### src/rtl/cpu_pkg.sv
// cpu_pkg: shared widths, memory FSM states and default ack timeout for the CPU memory side.
package cpu_pkg;
  localparam int DATA_W = 32;
  localparam int ADDR_W = 9;
  localparam int MEM_TO_DEFAULT = 15;
  typedef enum logic [1:0] {IDLE, RD_WAIT, WR_WAIT} mem_state_e;
endpackage

### src/rtl/mem_reg.sv
// mem_reg: W-bit enable register with asynchronous active-low clear (used for MAR and MDR).
module mem_reg #(
  parameter int W = 32
) (
  input  logic         clock,
  input  logic         clear_n,
  input  logic         en,
  input  logic [W-1:0] d,
  output logic [W-1:0] q
);
  always_ff @(posedge clock or negedge clear_n)
    if (!clear_n) q <= '0;
    else if (en) q <= d;
endmodule

### src/rtl/mem_bus_if.sv
// mem_bus_if: MAR/MDR holder sequencing word reads/writes to RAM over req/ack.
// Optional ack timeout with sticky err when MEM_TIMEOUT_EN is defined.
module mem_bus_if
  import cpu_pkg::*;
#(
  parameter int ADDR_W    = cpu_pkg::ADDR_W,
  parameter int DATA_W    = cpu_pkg::DATA_W,
  parameter int TO_CYCLES = cpu_pkg::MEM_TO_DEFAULT
) (
  input  logic              clock,
  input  logic              clear_n,
  input  logic [DATA_W-1:0] bus_in,
  input  logic              MARin,
  input  logic              MDRin,
  input  logic              rd,
  input  logic              wr,
  input  logic              mem_ack,
  input  logic [DATA_W-1:0] mem_rdata,
  output logic [ADDR_W-1:0] mem_addr,
  output logic [DATA_W-1:0] mem_wdata,
  output logic              mem_req,
  output logic              mem_we,
  output logic [DATA_W-1:0] mdr_q,
  output logic              done,
  output logic              busy,
  output logic              err
);
  mem_state_e        state_q, state_d;
  logic              done_q, done_d;
  logic [DATA_W-1:0] mar_q;
  logic              capture, mdr_en;
  logic [DATA_W-1:0] mdr_d;
  logic              unused_mar;
  mem_reg #(.W(DATA_W)) u_mar (
    .clock(clock), .clear_n(clear_n), .en(MARin), .d(bus_in), .q(mar_q)
  );
  // MDR only accepts bus loads in IDLE; read data capture wins otherwise.
  assign capture = (state_q == RD_WAIT) && mem_ack;
  assign mdr_en  = capture || (MDRin && state_q == IDLE);
  assign mdr_d   = capture ? mem_rdata : bus_in;
  mem_reg #(.W(DATA_W)) u_mdr (
    .clock(clock), .clear_n(clear_n), .en(mdr_en), .d(mdr_d), .q(mdr_q)
  );
  assign unused_mar = ^mar_q[DATA_W-1:ADDR_W];
  assign mem_addr   = mar_q[ADDR_W-1:0];
  assign mem_wdata  = mdr_q;
  assign mem_req    = state_q != IDLE;
  assign mem_we     = state_q == WR_WAIT;
  assign busy       = state_q != IDLE;
  assign done       = done_q;
`ifdef MEM_TIMEOUT_EN
  localparam int CW = $clog2(TO_CYCLES + 1);
  logic [CW-1:0] cnt_q, cnt_d;
  logic          err_q, err_d, expire;
  assign expire = busy && !mem_ack && cnt_q == CW'(TO_CYCLES - 1);
  assign err    = err_q;
  always_comb begin
    state_d = state_q;
    done_d  = 1'b0;
    cnt_d   = busy ? cnt_q + 1'b1 : '0;
    err_d   = err_q || expire;
    if (state_q == IDLE) state_d = rd ? RD_WAIT : wr ? WR_WAIT : IDLE;
    else if (mem_ack || expire) begin
      state_d = IDLE;
      done_d  = 1'b1;
    end
  end
  always_ff @(posedge clock or negedge clear_n)
    if (!clear_n) begin
      state_q <= IDLE;
      done_q  <= 1'b0;
      cnt_q   <= '0;
      err_q   <= 1'b0;
    end else begin
      state_q <= state_d;
      done_q  <= done_d;
      cnt_q   <= cnt_d;
      err_q   <= err_d;
    end
`else
  logic unused_to;
  assign unused_to = TO_CYCLES != 0;
  assign err       = 1'b0;
  always_comb begin
    state_d = state_q;
    done_d  = 1'b0;
    if (state_q == IDLE) state_d = rd ? RD_WAIT : wr ? WR_WAIT : IDLE;
    else if (mem_ack) begin
      state_d = IDLE;
      done_d  = 1'b1;
    end
  end
  always_ff @(posedge clock or negedge clear_n)
    if (!clear_n) begin
      state_q <= IDLE;
      done_q  <= 1'b0;
    end else begin
      state_q <= state_d;
      done_q  <= done_d;
    end
`endif
endmodule

### config.mk
export PLATFORM = sky130hd
export DESIGN_NAME = mem_bus_if
export DESIGN_NICKNAME = d
export VERILOG_FILES = /design/src/rtl/cpu_pkg.sv /design/src/rtl/mem_reg.sv /design/src/rtl/mem_bus_if.sv
export SDC_FILE = /design/constraint.sdc
export NUM_CORES = 1
export LEC_CHECK = 0
export BUFFER_PORTS_ARGS = -buffer_cell sky130_fd_sc_hd__buf_2
export CAP_MARGIN = 5
export CORE_ASPECT_RATIO = 0.7
export CORE_MARGIN = 2
export CORE_UTILIZATION = 43
export CTS_CLUSTER_SIZE = 28
export DETAILED_ROUTE_END_ITERATION = 10
export MAX_ROUTING_LAYER = met4
export PLACE_DENSITY = 0.88
export SLEW_MARGIN = 20
export SYNTH_ARGS = -nofsm -noshare
export SYNTH_HDL_FRONTEND = slang
export SYNTH_SLANG_ARGS = --single-unit
### constraint.sdc
create_clock -name clock -period 1.7 [get_ports clock]
set_input_delay 0.17 -clock clock [delete_from_list [all_inputs] [get_ports clock]]
set_output_delay 0.17 -clock clock [all_outputs]
set_load 0.05 [all_outputs]
-- After elaboration in Yosys (flattened, before gate mapping)
Cells that the tools add are included.
- input bits: 71
- output and inout bits: 78
- word-level logic and storage cells: 19
- register bits after elaboration: 44
- reduce and logical (&&, ||, !) cells: 6
- equal/unequal tests: 2
- multiplexer cells: 7
- operators by type and width (operator ; number):
    32-bit 2-to-1 mux ; 1
    2-bit 2-to-1 mux ; 4
    2-bit nonzero test ; 2
    2-bit by 1-bit equality test with 1-bit output, second input constant ; 1
    2-bit equality test, second input constant ; 1
    1-bit logical AND ; 2
    2-bit zero test ; 1
    1-bit 2-to-1 mux ; 2
    1-bit logical OR ; 1

-- Longest topological paths before layout
- word-level depth: 3
- gate-level depth with buffers: 4
- depth with buffers taken out: 3

-- Modules after synthesis
Synthesis repeated with hierarchy kept, for this count alone.
- cell total of the unflattened synthesis: 220
- area total of the unflattened synthesis: 3608.5 um^2
- modules (own cells, without submodules) (module ; cells each ; area each (um^2) ; times used ; seq. area each (um^2)):
    mem_reg ; 68 ; 1345.0 ; 2 ; 800.8
    mem_bus_if ; 84 ; 918.4 ; 1 ; 75.1

-- Least setup slack after synthesis
OpenSTA, ideal clock, no wires.
- kind: register -> register
- from: reg state_q[0]
- to: reg u_mdr.q[0]
- setup slack: 0.283 ns
- buffers on the path: 1
- library setup time: 0.125 ns
- stages on the path, launching flop included: 5
- arrival: 1.292 ns
- period minus slack after synthesis: 1.417 ns
- data required time: 1.575 ns
- cells stage by stage: dfrtp_1 -> nand2b_1 -> a21oi_1 -> buf_4 -> mux2_2
- word-level cells in the longest chain between the ends: 3
- elaborated cells on any way between the ends: 6
- classes of those cells: eq/ne: 1; mux: 1; reduce/logical: 4
- RTL lines (element ; line ; text):
    start, declared ; mem_bus_if.sv:28 ; mem_state_e state_q, state_d;
    start signal, assigned ; mem_bus_if.sv:98 ; state_q <= state_d;
    2-bit by 1-bit equality test with 1-bit output / 2-bit zero test (equally long branches) ; mem_bus_if.sv:38, mem_bus_if.sv:39 ;
    1-bit logical AND (on tied branches) ; mem_bus_if.sv:38, mem_bus_if.sv:39 ;
    32-bit 2-to-1 mux / 1-bit logical OR (equally long branches) ; mem_bus_if.sv:40, mem_bus_if.sv:39 ;
    end signal, assigned ; mem_reg.sv:12 ; if (!clear_n) q <= '0;
    end signal, assigned ; mem_reg.sv:13 ; else if (en) q <= d;
    end, declared ; mem_reg.sv:9 ; output logic [W-1:0] q
Parallel ways exist; a longest one is shown, timed or not.
A chain may end at the register's enable or synchronous reset.

-- Worst setup path in the final report
- from: reg state_q[0]
- to: reg u_mdr.q[13]
Same word-level chain as after synthesis.

==> results.py <==
metrics = {
    "outcome": {
        "outcome": "completed",
    },
    "setup_path": {
        "reg2reg_to": "u_mdr.q[13]",
        "cp-startpoint": "state_q[0]",
        "cp_slowest_stage_delay_ps": 470,
        "endpoint": "u_mdr.q[13]",
        "rr_worst_depth": 4,
        "crit_type": "flop to flop",
        "cp-start-kind": "flop",
        "required_ps": 1870,
        "endpoint_kind": "flop",
        "critPathTopFamily": "flip-flops",
        "cp.depth": 4,
        "cp_cell_sequence": "nand2b_1 > a21oi_4 > buf_12 > mux2_2",
        "worstReg2RegStart": "state_q[0]",
        "slowest_stage": "dfrtp_1",
        "crit_arrival_ps": 1740,
        "critPathBufInv": 1,
        "reg2reg_slack_ps": 140,
        "cp_max_fo": 17,
    },
    "drt": {
        "vias": 1737,
        "postRouteAntennaNets": 0,
        "drt-total-wl_um": 5290,
        "viasPerCell": 4.72,
        "initialDrtViolationCount": 26,
        "routedWlPerCell_um": 14.4,
        "drt_first_pass_iters": 4,
        "drcViolationCount": 0,
    },
    "timing": {
        "period_share": 0.920,
        "setup_viol": 0,
        "period_needed_ps": 1560,
        "grt_setup_unrepaired": "no",
        "skew_ps": 1.49,
        "max_freq_mhz": 639,
        "slew_viol_final": 0,
        "maxSlewHeadroom": 0.653,
        "worst_pin_slew_ps": 520,
        "finalHoldViolCount": 0,
        "setup-tns-final_ps": 0,
    },
    "finish": {
        "ff_latch_area_um2": 1100,
        "nets": 366,
        "fill_cells": 437,
        "syn_to_final_growth_pct": 30.8,
        "final_layout_size_suffix_gt1_frac": 0.770,
        "multi_input_area_um2": 1010,
        "antenna_cells": 0,
    },
    "synthesis": {
        "synth.distinct_cells": 21,
        "synth_edf_count": 0,
        "yosys.area_share.simple": 0.0253,
        "synthCells": 176,
        "yosysSeqAreaShare": 0.455,
        "yosysWarnings": 0,
        "synth_top_area_cell": "dfrtp_1",
        "synth.top_cells.by_area": "dfrtp_1 46%, mux2_2 18%, mux2_4 17%, buf_4 11%, buf_6 1.4%",
        "synth_fp_nets": 247,
        "synth_top_area_frac": 0.455,
        "muxShareOfSynthArea": 0.373,
        "synth_adder_area_share": 0,
        "synth-main-ff-cell": "dfrtp_1",
        "synth_area_um2": 2420,
        "synth_commonest_cells": "44 x dfrtp_1, 39 x mux2_2, 37 x buf_4",
        "synth_top_family_by_area": "multiplexers",
        "synth-seq-cells": 44,
        "synth_compound_area_frac": 0.0103,
        "async_flop_share": 1.00,
        "synth_most_common_cell": "dfrtp_1",
        "avgSynthCellArea_um2": 13.7,
        "synthXorXnorAreaFrac": 0,
    },
    "global_routing": {
        "gr-total-overflow": 0,
        "antenna_found_initial": 0,
        "grt_max_degree": 24,
        "track_usage": 0.180,
        "first_global_vias": 1768,
        "grt_pass1_wl_um": 8400,
    },
    "clocking": {
        "cts_buffers": 5,
        "cts_tree": "built",
        "postCtsSetupBuffers": 0,
        "htreeDepth": 2,
        "clockBufferDepth": 2,
        "clkSinkCount": 44,
        "clock_latency_ps": 280,
        "root_buffer": "clkbuf_8",
        "clkSlewWorstSetupHoldPaths_ps": 80,
    },
    "placed_design": {
        "io_buffers": 147,
        "hpwlAfterDp_um": 4260,
        "gp_congestion": 0.749,
    },
    "flow_run": {
        "max_cap_viol_count": 0,
    },
    "die": {
        "die_area_um2": 6250,
        "fp.dieH_um": 66.8,
        "core_area_um2": 5340,
        "die_w_um": 93.7,
        "rows": 22,
        "initial_core_util": 0.453,
        "ios": 149,
    },
    "worst_hold_path": {
        "hold_depth": 3,
        "min_from": "rd",
        "hold_path.class": "input port to flop",
    },
}
==> worst min-delay path by stage <==
stage	end	slack, ps
floorplan	done	-130
global placement	u_mdr.q[30]	170
detailed placement	u_mdr.q[30]	170
CTS	state_q[0]	90
global route	state_q[0]	120
finish	state_q[0]	100
==> metrics by stage <==
step / worst slack (ps) / hold WS, ps / instances / utilization / instance area [µm²]
4_1_cts: 81.7 / 86.6 / 368 / 0.592 / 3160
3_3_place_gp: 135 / 170 / 359 / 0.570 / 3040
2_1_floorplan: 283 / -126 / 176 / - / 2420
5_1_grt: 49.9 / 116 / 368 / 0.593 / 3160
3_5_place_dp: 97.4 / 175 / 359 / 0.570 / 3040
6_report: 136 / 101 / 368 / 0.593 / 3160
==> area by class of cell <==
| class | count | area share |
|---|---|---|
| inverter | 3 | 0.00356 |
| clock inverter | 2 | 0.0111 |
| timing repair buffer | 153 | 0.267 |
| multi-input combinational | 88 | 0.319 |
| clock buffer | 6 | 0.0229 |
| sequential | 44 | 0.348 |
| tap | 72 | 0.0285 |
==> what timing repair did <==
| action | 4_1_cts | 5_1_grt |
|---|---|---|
| gates resized for setup | 0 | 1 |
| hold endpoints to repair | 21 | 0 |
| endpoints found under the setup margin | 0 | 1 |
| hold buffers | 1 | 0 |
==> layout by cell type (no fill, tap or decap), drive strengths merged, types with 2 or more instances in the layout <==
master and n:
a21oi 3, buf 152, clkbuf 6, dfrtp 44, inv 3, mux2 69, mux2i 2, nand2 2
nor2 2, nor3 2, o21ai 2
==> logic make-up after synthesis <==
family | after synthesis
and+or+nand+nor | 11
other | 1
DFF | 44
buffers and inverters | 44
AOI/OAI and AO/OA | 5
muxes | 71
==> worst register-to-register path, cell delays in order, from the launching register on <==
cell      delay (ps)
dfrtp_1          470
nand2b_1         220
a21oi_4          240
buf_12           180
mux2_2           350
==> state kept, by name, indices dropped and copies added (netlist names) <==
signal	count
u_mar.q	9
done	1
u_mdr.q	32
state_q	2
==> routing by layer <==
layer,global-route usage,routed length [µm]
met4,0.0507,43
met5,-,0
met1,0.204,2120
met3,0.0407,488
met2,0.326,2640
Power is left out: the tool's default activity adds up to more than one toggle a clock period on the data nets, which glitch-free logic cannot reach.
